File: src/rtl/tank_motion.sv
// Grid-locked tank motion controller. Samples the keycode once per video
// frame, claims the neighbouring 32x32 cell when it is free, and slides
// into it STEP pixels per frame. Two instances are cross-connected; the
// YIELD=1 instance evaluates one Clk late and therefore loses ties.
module tank_motion #(
    parameter logic [9:0] START_X = 10'd0,
    parameter logic [9:0] START_Y = 10'd0,
    parameter int         STEP    = 2,
    parameter int         YIELD   = 0
) (
    input  logic       Clk,
    input  logic       Reset,
    input  logic       frame_clk,
    input  logic [7:0] keycode,
    input  logic [9:0] OtherX,
    input  logic [9:0] OtherY,
    input  logic [4:0] OtherTgtCol,
    input  logic [4:0] OtherTgtRow,
    output logic [9:0] TankX,
    output logic [9:0] TankY,
    output logic [4:0] TgtCol,
    output logic [4:0] TgtRow,
    output logic [1:0] Dir,
    output logic       Moving
);

    localparam logic [9:0] STEP_V   = 10'(STEP);
    localparam logic [4:0] LAST_COL = 5'd19;
    localparam logic [4:0] LAST_ROW = 5'd14;

    typedef enum logic {
        ST_IDLE = 1'b0,
        ST_MOVE = 1'b1
    } state_t;

    // Cell index of a pixel coordinate (floor division by 32).
    function automatic logic [4:0] cell_of(input logic [9:0] pix);
        return pix[9:5];
    endfunction

    state_t     state_r, state_n;
    logic [9:0] x_r, y_r, x_n, y_n;
    logic [4:0] tcol_r, trow_r, tcol_n, trow_n;
    logic [1:0] dir_r, dir_n;
    logic       moving_r;

    logic       sync1_r, sync2_r, sync3_r, tick_r;
    logic       etick_s;

    logic       key_valid_s;
    logic [1:0] key_dir_s;
    logic [4:0] cur_col_s, cur_row_s, cand_col_s, cand_row_s;
    logic       off_grid_s, blocked_s;
    logic [1:0] move_dir_s;
    logic [4:0] dest_col_s, dest_row_s;
    logic [9:0] step_x_s, step_y_s;
    logic       arrive_s;

    // Two-flop synchronizer for frame_clk plus registered rising-edge pulse.
    always_ff @(posedge Clk) begin
        if (Reset) begin
            sync1_r <= 1'b0;
            sync2_r <= 1'b0;
            sync3_r <= 1'b0;
            tick_r  <= 1'b0;
        end else begin
            sync1_r <= frame_clk;
            sync2_r <= sync1_r;
            sync3_r <= sync2_r;
            tick_r  <= sync2_r & ~sync3_r;
        end
    end

    generate
        if (YIELD != 0) begin : g_yield
            logic etick_r;
            // Delay the frame tick by one Clk so the peer's fresh claim is visible.
            always_ff @(posedge Clk) begin
                if (Reset) begin
                    etick_r <= 1'b0;
                end else begin
                    etick_r <= tick_r;
                end
            end
            assign etick_s = etick_r;
        end else begin : g_lead
            assign etick_s = tick_r;
        end
    endgenerate

    // Key decode, neighbour cell candidate and blocking check.
    always_comb begin
        key_valid_s = 1'b0;
        key_dir_s   = 2'd0;
        cur_col_s   = cell_of(x_r);
        cur_row_s   = cell_of(y_r);
        cand_col_s  = cur_col_s;
        cand_row_s  = cur_row_s;
        off_grid_s  = 1'b0;
        case (keycode)
            8'h1A:   begin key_valid_s = 1'b1; key_dir_s = 2'd0; end
            8'h16:   begin key_valid_s = 1'b1; key_dir_s = 2'd1; end
            8'h04:   begin key_valid_s = 1'b1; key_dir_s = 2'd2; end
            8'h07:   begin key_valid_s = 1'b1; key_dir_s = 2'd3; end
            default: begin key_valid_s = 1'b0; key_dir_s = 2'd0; end
        endcase
        case (key_dir_s)
            2'd0: begin
                if (cur_row_s == 5'd0) off_grid_s = 1'b1;
                else                   cand_row_s = cur_row_s - 5'd1;
            end
            2'd1: begin
                if (cur_row_s >= LAST_ROW) off_grid_s = 1'b1;
                else                       cand_row_s = cur_row_s + 5'd1;
            end
            2'd2: begin
                if (cur_col_s == 5'd0) off_grid_s = 1'b1;
                else                   cand_col_s = cur_col_s - 5'd1;
            end
            2'd3: begin
                if (cur_col_s >= LAST_COL) off_grid_s = 1'b1;
                else                       cand_col_s = cur_col_s + 5'd1;
            end
            default: off_grid_s = 1'b1;
        endcase
        blocked_s = off_grid_s
                  | ((cand_col_s == cell_of(OtherX)) && (cand_row_s == cell_of(OtherY)))
                  | ((cand_col_s == OtherTgtCol) && (cand_row_s == OtherTgtRow));
    end

    // One STEP along the active axis and arrival test against the destination cell.
    always_comb begin
        step_x_s = x_r;
        step_y_s = y_r;
        if (state_r == ST_IDLE) begin
            move_dir_s = key_dir_s;
            dest_col_s = cand_col_s;
            dest_row_s = cand_row_s;
        end else begin
            move_dir_s = dir_r;
            dest_col_s = tcol_r;
            dest_row_s = trow_r;
        end
        case (move_dir_s)
            2'd0:    step_y_s = y_r - STEP_V;
            2'd1:    step_y_s = y_r + STEP_V;
            2'd2:    step_x_s = x_r - STEP_V;
            2'd3:    step_x_s = x_r + STEP_V;
            default: begin step_x_s = x_r; step_y_s = y_r; end
        endcase
        arrive_s = (step_x_s == {dest_col_s, 5'd0}) && (step_y_s == {dest_row_s, 5'd0});
    end

    // Next-state logic: everything advances only on the effective tick.
    always_comb begin
        state_n = state_r;
        x_n     = x_r;
        y_n     = y_r;
        tcol_n  = tcol_r;
        trow_n  = trow_r;
        dir_n   = dir_r;
        if (etick_s) begin
            case (state_r)
                ST_IDLE: begin
                    if (key_valid_s) begin
                        dir_n = key_dir_s;
                        if (!blocked_s) begin
                            tcol_n  = cand_col_s;
                            trow_n  = cand_row_s;
                            x_n     = step_x_s;
                            y_n     = step_y_s;
                            state_n = arrive_s ? ST_IDLE : ST_MOVE;
                        end else begin
                            state_n = ST_IDLE;
                        end
                    end else begin
                        state_n = ST_IDLE;
                    end
                end
                ST_MOVE: begin
                    x_n = step_x_s;
                    y_n = step_y_s;
                    if (arrive_s) state_n = ST_IDLE;
                    else          state_n = ST_MOVE;
                end
                default: state_n = ST_IDLE;
            endcase
        end else begin
            state_n = state_r;
        end
    end

    // State, position, claim, facing and Moving registers.
    always_ff @(posedge Clk) begin
        if (Reset) begin
            state_r  <= ST_IDLE;
            x_r      <= START_X;
            y_r      <= START_Y;
            tcol_r   <= START_X[9:5];
            trow_r   <= START_Y[9:5];
            dir_r    <= 2'd0;
            moving_r <= 1'b0;
        end else begin
            state_r  <= state_n;
            x_r      <= x_n;
            y_r      <= y_n;
            tcol_r   <= tcol_n;
            trow_r   <= trow_n;
            dir_r    <= dir_n;
            moving_r <= (state_n == ST_MOVE);
        end
    end

    assign TankX  = x_r;
    assign TankY  = y_r;
    assign TgtCol = tcol_r;
    assign TgtRow = trow_r;
    assign Dir    = dir_r;
    assign Moving = moving_r;

endmodule

File: config.mk
export PLATFORM = sky130hd
export DESIGN_NAME = tank_motion
export DESIGN_NICKNAME = d
export VERILOG_FILES = /design/src/rtl/tank_motion.sv
export SDC_FILE = /design/constraint.sdc
export NUM_CORES = 1
export LEC_CHECK = 0
export ABC_CLOCK_PERIOD_IN_PS = 7250
export CORE_ASPECT_RATIO = 2
export CORE_MARGIN = 2
export CORE_UTILIZATION = 30
export DETAILED_ROUTE_END_ITERATION = 7
export PLACE_DENSITY = 0.49
export SLEW_MARGIN = 40
export SYNTH_ARGS = -nofsm -noshare
export SYNTH_HDL_FRONTEND = slang
export SYNTH_SLANG_ARGS = --single-unit
File: constraint.sdc
create_clock -name Clk -period 7.25 [get_ports Clk]
set_input_delay 1.0875 -clock Clk [delete_from_list [all_inputs] [get_ports Clk]]
set_output_delay 1.0875 -clock Clk [all_outputs]
set_load 0.02 [all_outputs]
== Yosys cells after proc, flatten, opt, wreduce, memory -nomap -nowiden ==
Cells that the tools add are included.

* Output and inout bits: 33
* Flip-flop bits (word level): 37

* Add/sub/neg operators: 8
* Bitwise gates (word level): 6
* Reduce and logical (&&, ||, !) cells: 11
* Equality and inequality tests: 18
* Order comparisons: 2
* Muxes and demuxes: 28

{| class="wikitable"
|+ Operators with widths
! kind !! count
|-
| 10-bit one-hot mux with 2 select lines || 4
|-
| 10-bit 2-to-1 mux || 4
|-
| 5-bit 2-to-1 mux || 6
|-
| 10-bit by 2-bit adder with 10-bit output (second input constant) || 2
|-
| 10-bit equality test || 2
|-
| 5-bit equality test || 4
|-
| 5-bit one-hot mux with 2 select lines || 2
|-
| 10-bit by 2-bit subtractor with 10-bit output (second input constant) || 2
|-
| 8-bit by 3-bit equality test with 1-bit output (second input constant) || 2
|-
| 8-bit by 5-bit equality test with 1-bit output (second input constant) || 2
|-
| 5-bit by 1-bit adder with 5-bit output (second input constant) || 2
|-
| 5-bit zero test || 2
|-
| 5-bit by 1-bit subtractor with 5-bit output (second input constant) || 2
|-
| 2-bit equality test (second input constant) || 4
|-
| 1-bit 2-to-1 mux || 8
|-
| 2-bit one-hot mux with 3 select lines || 1
|-
| 3-bit AND reduction || 2
|-
| 5-bit by 4-bit greater-or-equal comparator with 1-bit output (second input constant) || 1
|-
| 5-bit greater-or-equal comparator (second input constant) || 1
|-
| 2-bit by 1-bit equality test with 1-bit output (second input constant) || 2
|-
| 2-bit zero test || 2
|-
| 2-bit inequality test (second input constant) || 2
|-
| 1-bit one-hot mux with 4 select lines || 1
|-
| 4-bit AND reduction || 1
|-
| 7 further kinds || 12
|}

== Logic depth before layout (Yosys ltp) ==
* Depth after elaboration: 11
* Depth in mapped cells: 18
* Gate-level depth less buffers: 16

== Worst setup path before layout ==
No wires, ideal clock.

* Path type: input-to-reg
* From: input keycode[4]
* To: register moving_r (netlist: Moving)
* Path buffers: 3
* Cell stages on the path: 18
* Required time: 7.117 ns
* Arrival time: 4.968 ns
* Setup slack: 2.149 ns
* Cells stage by stage: buf_2 -> nor3b_1 -> nand2_1 -> o31ai_1 -> clkbuf_1 -> clkbuf_1 -> nand2_1 -> fa_1 -> a211oi_1 -> nor2_1 -> o21a_1 -> o41a_1 -> xor2_1 -> nor2_1 -> xnor2_1 -> nand4_1 -> nor4_1 -> a311oi_1

* Longest elaborated chain between the ends: 11

{| class="wikitable"
|+ RTL lines
! what !! RTL line !! source
|-
| start: declaration || 14 || <nowiki>input logic [7:0] keycode,</nowiki>
|-
| 8-bit by 3-bit equality test with 1-bit output or 8-bit by 5-bit equality test with 1-bit output (tied branches) || 100 || <nowiki>case (keycode)</nowiki>
|-
| 2-bit one-hot mux with 3 select lines || 100 ||
|-
| 2-bit 2-to-1 mux (tied with other cells) || 135 || <nowiki>if (state_r == ST_IDLE) begin</nowiki>
|-
| 2-bit equality test (tied with other cells) || 144 || <nowiki>case (move_dir_s)</nowiki>
|-
| 10-bit one-hot mux with 2 select lines (tied with other cells) || 144 ||
|-
| 10-bit equality test or 1-bit logical AND (tied branches) || 151, 127 ||
|-
| 1-bit logical AND or 1-bit OR (tied branches) || 151, 127 ||
|-
| 1-bit 2-to-1 mux or 1-bit OR (tied branches) || 172, 183, 128 ||
|-
| 1-bit 2-to-1 mux || 167 || <nowiki>if (!blocked_s) begin</nowiki>
|-
| 1-bit 2-to-1 mux || 165 || <nowiki>if (key_valid_s) begin</nowiki>
|-
| 1-bit one-hot mux with 2 select lines (*) || 163 || <nowiki>case (state_r)</nowiki>
|-
| end signal: assignment || 210 || <nowiki>moving_r <= (state_n == ST_MOVE);</nowiki>
|-
| end: declaration || 45 || <nowiki>logic moving_r;</nowiki>
|}

Every way passes the cells marked *; elsewhere a longest branch is shown, timed or not.
A chain may end at the register's enable or synchronous reset.

== Worst setup path after layout ==
Same ends and word-level chain as after synthesis.

==> flow_summary_export.csv <==
group,metric,value,unit
clock_network,cts_resized,0,
synth,synth_cell_types,86,
sta,max_slew_margin,45.0,%
clock_network,hold_buffers,0,
synth,synth-edff-count,0,
clock_network,worst_skew_pair.late_latency,0.28,ns
worst_setup_path,cp_top_family,"simple AND/OR/NAND/NOR gates",
pwr,power.static_leakage,1.80,nW
synth,synth_common_cells,"nor2_1 (56), nand2_1 (42), o21ai_0 (38)",
sta,finalSetupViolations,0,
pwr,seq_power_share,37.6,%
synth,synth.most_common_cell,"nor2_1",
pwr,switching_share,23.4,%
synth,synth_ff_type,"dfxtp_1",
worst_setup_path,ff2ff_path_depth,12,
synth,yosysTopAreaCell,"dfxtp_1",
synth,synth_top_family_by_area,"simple AND/OR/NAND/NOR gates",
synth,synth.avg_cell_area,7.48,sq um
routing,wl_per_cell,19.9,microns
synth,synthSimpleGateAreaFrac,27.5,%
routing,firstDrtPassIters,7,
global_routing,grt_pass1_vias,4193,
floorplanning,io_pins,74,
synth,synthAdderAreaFrac,6.92,%
synth,ys_seq_area_share,17.5,%
worst_setup_path,max_stage_delay,0.66,ns
clock_network,cts.clk_slew.worst_paths,0.06,ns
synth,synth_compound_area_share,27.4,%
clock_network,numClockSinks,35,
hold_path,hold_end,"etick_s",
routing,first_iter_violations,207,
worst_setup_path,crit_fanout,22,
routing,vias,4229,
worst_setup_path,criticalPathCategory,"primary input to flip-flop",
sta,worstMarginPinSlew,0.820,ns
outcome,status,"finished, final reports clean",
synth,yosysWarnings,0,
sta,clock.fmax,173,MHz
cells_and_area,diodes,0,
worst_setup_path,crit_path_start_kind,"primary input",
pwr,netSwitchingPower,0.120,mW
worst_setup_path,critPathSlowestCell,"clkdlybuf4s50_1",
floorplanning,core_area,0.0131,sq mm
global_routing,track_usage,20.2,%
clock_network,numCtsBuffers,5,
routing,drc_errors,0,
worst_setup_path,critPathBufInv,2,
routing,final_antenna_net_count,0,
worst_setup_path,r2r_setup_slack,2.36,ns
place,numPortBuffers,61,
pwr,ir_drop,0.0000976,V
cells_and_area,drive_gt1_share,7.60,%
sta,worst_slack,1.47,ns
synth,synthArstFlopShare,0,%
worst_setup_path,cp.arrival,5.92,ns
synth,synth_top_area_share,17.5,%
synth,synth-xor-area-share,8.07,%
clock_network,cts_root_buffer,"clkbuf_16",
clock_network,post-cts-setup-buffers,0,
pwr,powerDensity,105,mW/mm^2
floorplanning,rows,59,
sta,period_share,79.7,%
floorplanning,dieArea,0.0144,sq mm
synth,synth_mux_area_share,6.48,%
worst_setup_path,end_kind,"flip-flop",
global_routing,grt_start_max_net_pins,42,
routing,drt_wl_total,14500,microns
floorplanning,start_util,30.7,%
synth,ys_ff_latch,35,
hold_path,hold_class,"flip-flop to flip-flop",
run,maxCapViolCount,0,
sta,hold_violations,0,
place,gp_congestion,0.906,
global_routing,overflow,0,
global_routing,grt_pass1_wl,22700,microns
floorplanning,die_w,85.8,microns
routing,viasPerCell,5.79,
synth,ys_top_cells_by_area,"dfxtp_1 (17%), ha_1 (5.9%), nor2_1 (5.2%)",
synth,synth_area,0.00402,sq mm
sta,drv_slew,0,
sta,hold_slack,0.388,ns
clock_network,cts_max_level,2,
cells_and_area,multiInputGateArea,0.00308,sq mm
floorplanning,die_height,168,microns
clock_network,cts_tree,"done",
worst_setup_path,timing.rr.start,"TankY[5]",
worst_setup_path,r2r_end,"TankX[4]",
pwr,internal_power,0.394,mW
worst_setup_path,critical_path.cell_chain,"clkdlybuf4s50_1 -> nor3b_1 -> nand2_1 -> o31ai_2 -> buf_4 -> nand2_1 -> fa_1 -> a211oi_1 -> nor2_1 -> o21a_1 -> o41a_1 -> xor2_1 -> nor2_1 -> xnor2_1 -> nand4_1 -> nor4_1 -> a311oi_1",
synth,synthCells,537,
sta,post-route-min-period,5.78,ns
pwr,pwr-share-comb,13.0,%
hold_path,hold_depth,1,
sta,finalClockSkew,0.00416,ns
cells_and_area,final_util,37.4,%
clock_network,cts_buffer_depth,2,
cells_and_area,final_nets,640,
sta,setup-tns-final,0,ns
worst_setup_path,crit_required,7.39,ns
cells_and_area,syn_to_final_growth,21.6,%
hold_path,hold_start,"sync3_r",
place,place.detailed.hpwl,11300,microns
global_routing,antenna_found_initial,0,
pwr,clock_power_share,49.4,%
cells_and_area,seqCellArea,702,sq um
sta,rsz0062_at_grt,"no",
cells_and_area,fill_cells,1388,
place,pre_cts_slack,1.22,ns
-- area by class of cell --
type,instances,share of cell area [%]
clock buffers,6,2.84
clock inverters,2,0.718
inverters,21,1.61
multi-input cells,448,63.1
flip-flops and latches,35,14.4
well taps,152,3.90
repair buffers,67,13.4
-- kinds of logic after synthesis --
kind of cell / after synthesis
flip-flops: 35
XOR/XNOR: 37
buffers and inverters: 55
other: 1
adder cells (fa/ha/maj): 21
AND/OR/NAND/NOR: 204
AO/OA/AOI/OAI: 159
multiplexers: 25
-- layer usage --
| metal | global-route usage, % | vias to the layer above | wire length (microns) | share of wire, % |
|---|---|---|---|---|
| li1 | - | 2075 | - | - |
| met1 | 21.7 | 2000 | 5560 | 38 |
| met2 | 38.0 | 117 | 7780 | 54 |
| met3 | 1.68 | 37 | 414 | 2.9 |
| met4 | 10.6 | 0 | 762 | 5.2 |
| met5 | 0 | - | 0 | 0 |
-- per-stage QoR --
step	instance area [sq um]	std cells	total power, mW
final	4880	731	0.514
after global routing	4880	731	0.533
after CTS	4880	731	0.520
after detailed placement	4700	723	0.263
after global placement	4700	723	0.263
after floorplan	4020	538	0.232
-- cells in the final DEF, fill, tap and decap left out, types with 3 or more instances in the layout --
cell type / n
a211o_1: 4
a211oi_1: 20
a21o_1: 10
a21oi_1: 28
and2_1: 3
and3_1: 3
buf_4: 6
clkbuf_16: 5
clkdlybuf4s50_1: 61
dfxtp_1: 34
ha_1: 19
inv_1: 20
mux2_2: 8
mux2i_1: 17
nand2_1: 42
nand2b_1: 5
nand3_1: 10
nand3b_1: 3
nand4_1: 9
nor2_1: 56
nor2b_1: 9
nor3_1: 17
nor4_1: 5
nor4b_1: 3
o21a_1: 6
o21ai_0: 38
o22ai_1: 3
o31ai_1: 7
o41ai_1: 3
or2_2: 4
or3_1: 7
or4_1: 7
xnor2_1: 14
xor2_1: 23
-- worst max-delay path by stage --
| stage | from | endpoint | slack [ns] | depth (start not counted) |
|---|---|---|---|---|
| after floorplan | keycode[4] | Moving | 2.15 | 18 |
| after global placement | keycode[4] | Moving | 1.27 | 17 |
| after detailed placement | keycode[4] | Moving | 1.22 | 17 |
| after CTS | keycode[4] | Moving | 1.51 | 17 |
| after global routing | keycode[4] | Moving | 1.02 | 17 |
| final | keycode[4] | Moving | 1.47 | 17 |
-- sequential cells by signal, indices dropped and copies added (netlist names), 2 cells and up --
name	count
TgtRow	5
Dir	2
TankY	9
TankX	9
TgtCol	5
-- worst register-to-register path, cell delays in order, from the launching register on --
cell	delay, ns
dfxtp_1	0.72
inv_1	0.35
ha_1	0.35
o211a_1	0.28
or4_1	0.69
mux2i_1	0.18
a211o_1	0.28
nor4_1	0.50
nand4_1	0.27
o21a_2	0.31
a21o_2	0.34
nand2_2	0.18
mux2_2	0.34
-- power groups by stage --
stage                     sequential, mW  clock [mW]  combinational [mW]
after floorplan                    0.198           0              0.0340
after global placement             0.198           0              0.0654
after detailed placement           0.198           0              0.0655
after CTS                          0.193       0.260              0.0660
after global routing               0.193       0.268              0.0714
final                              0.193       0.254              0.0666
Power figures use the tool's default switching activity.
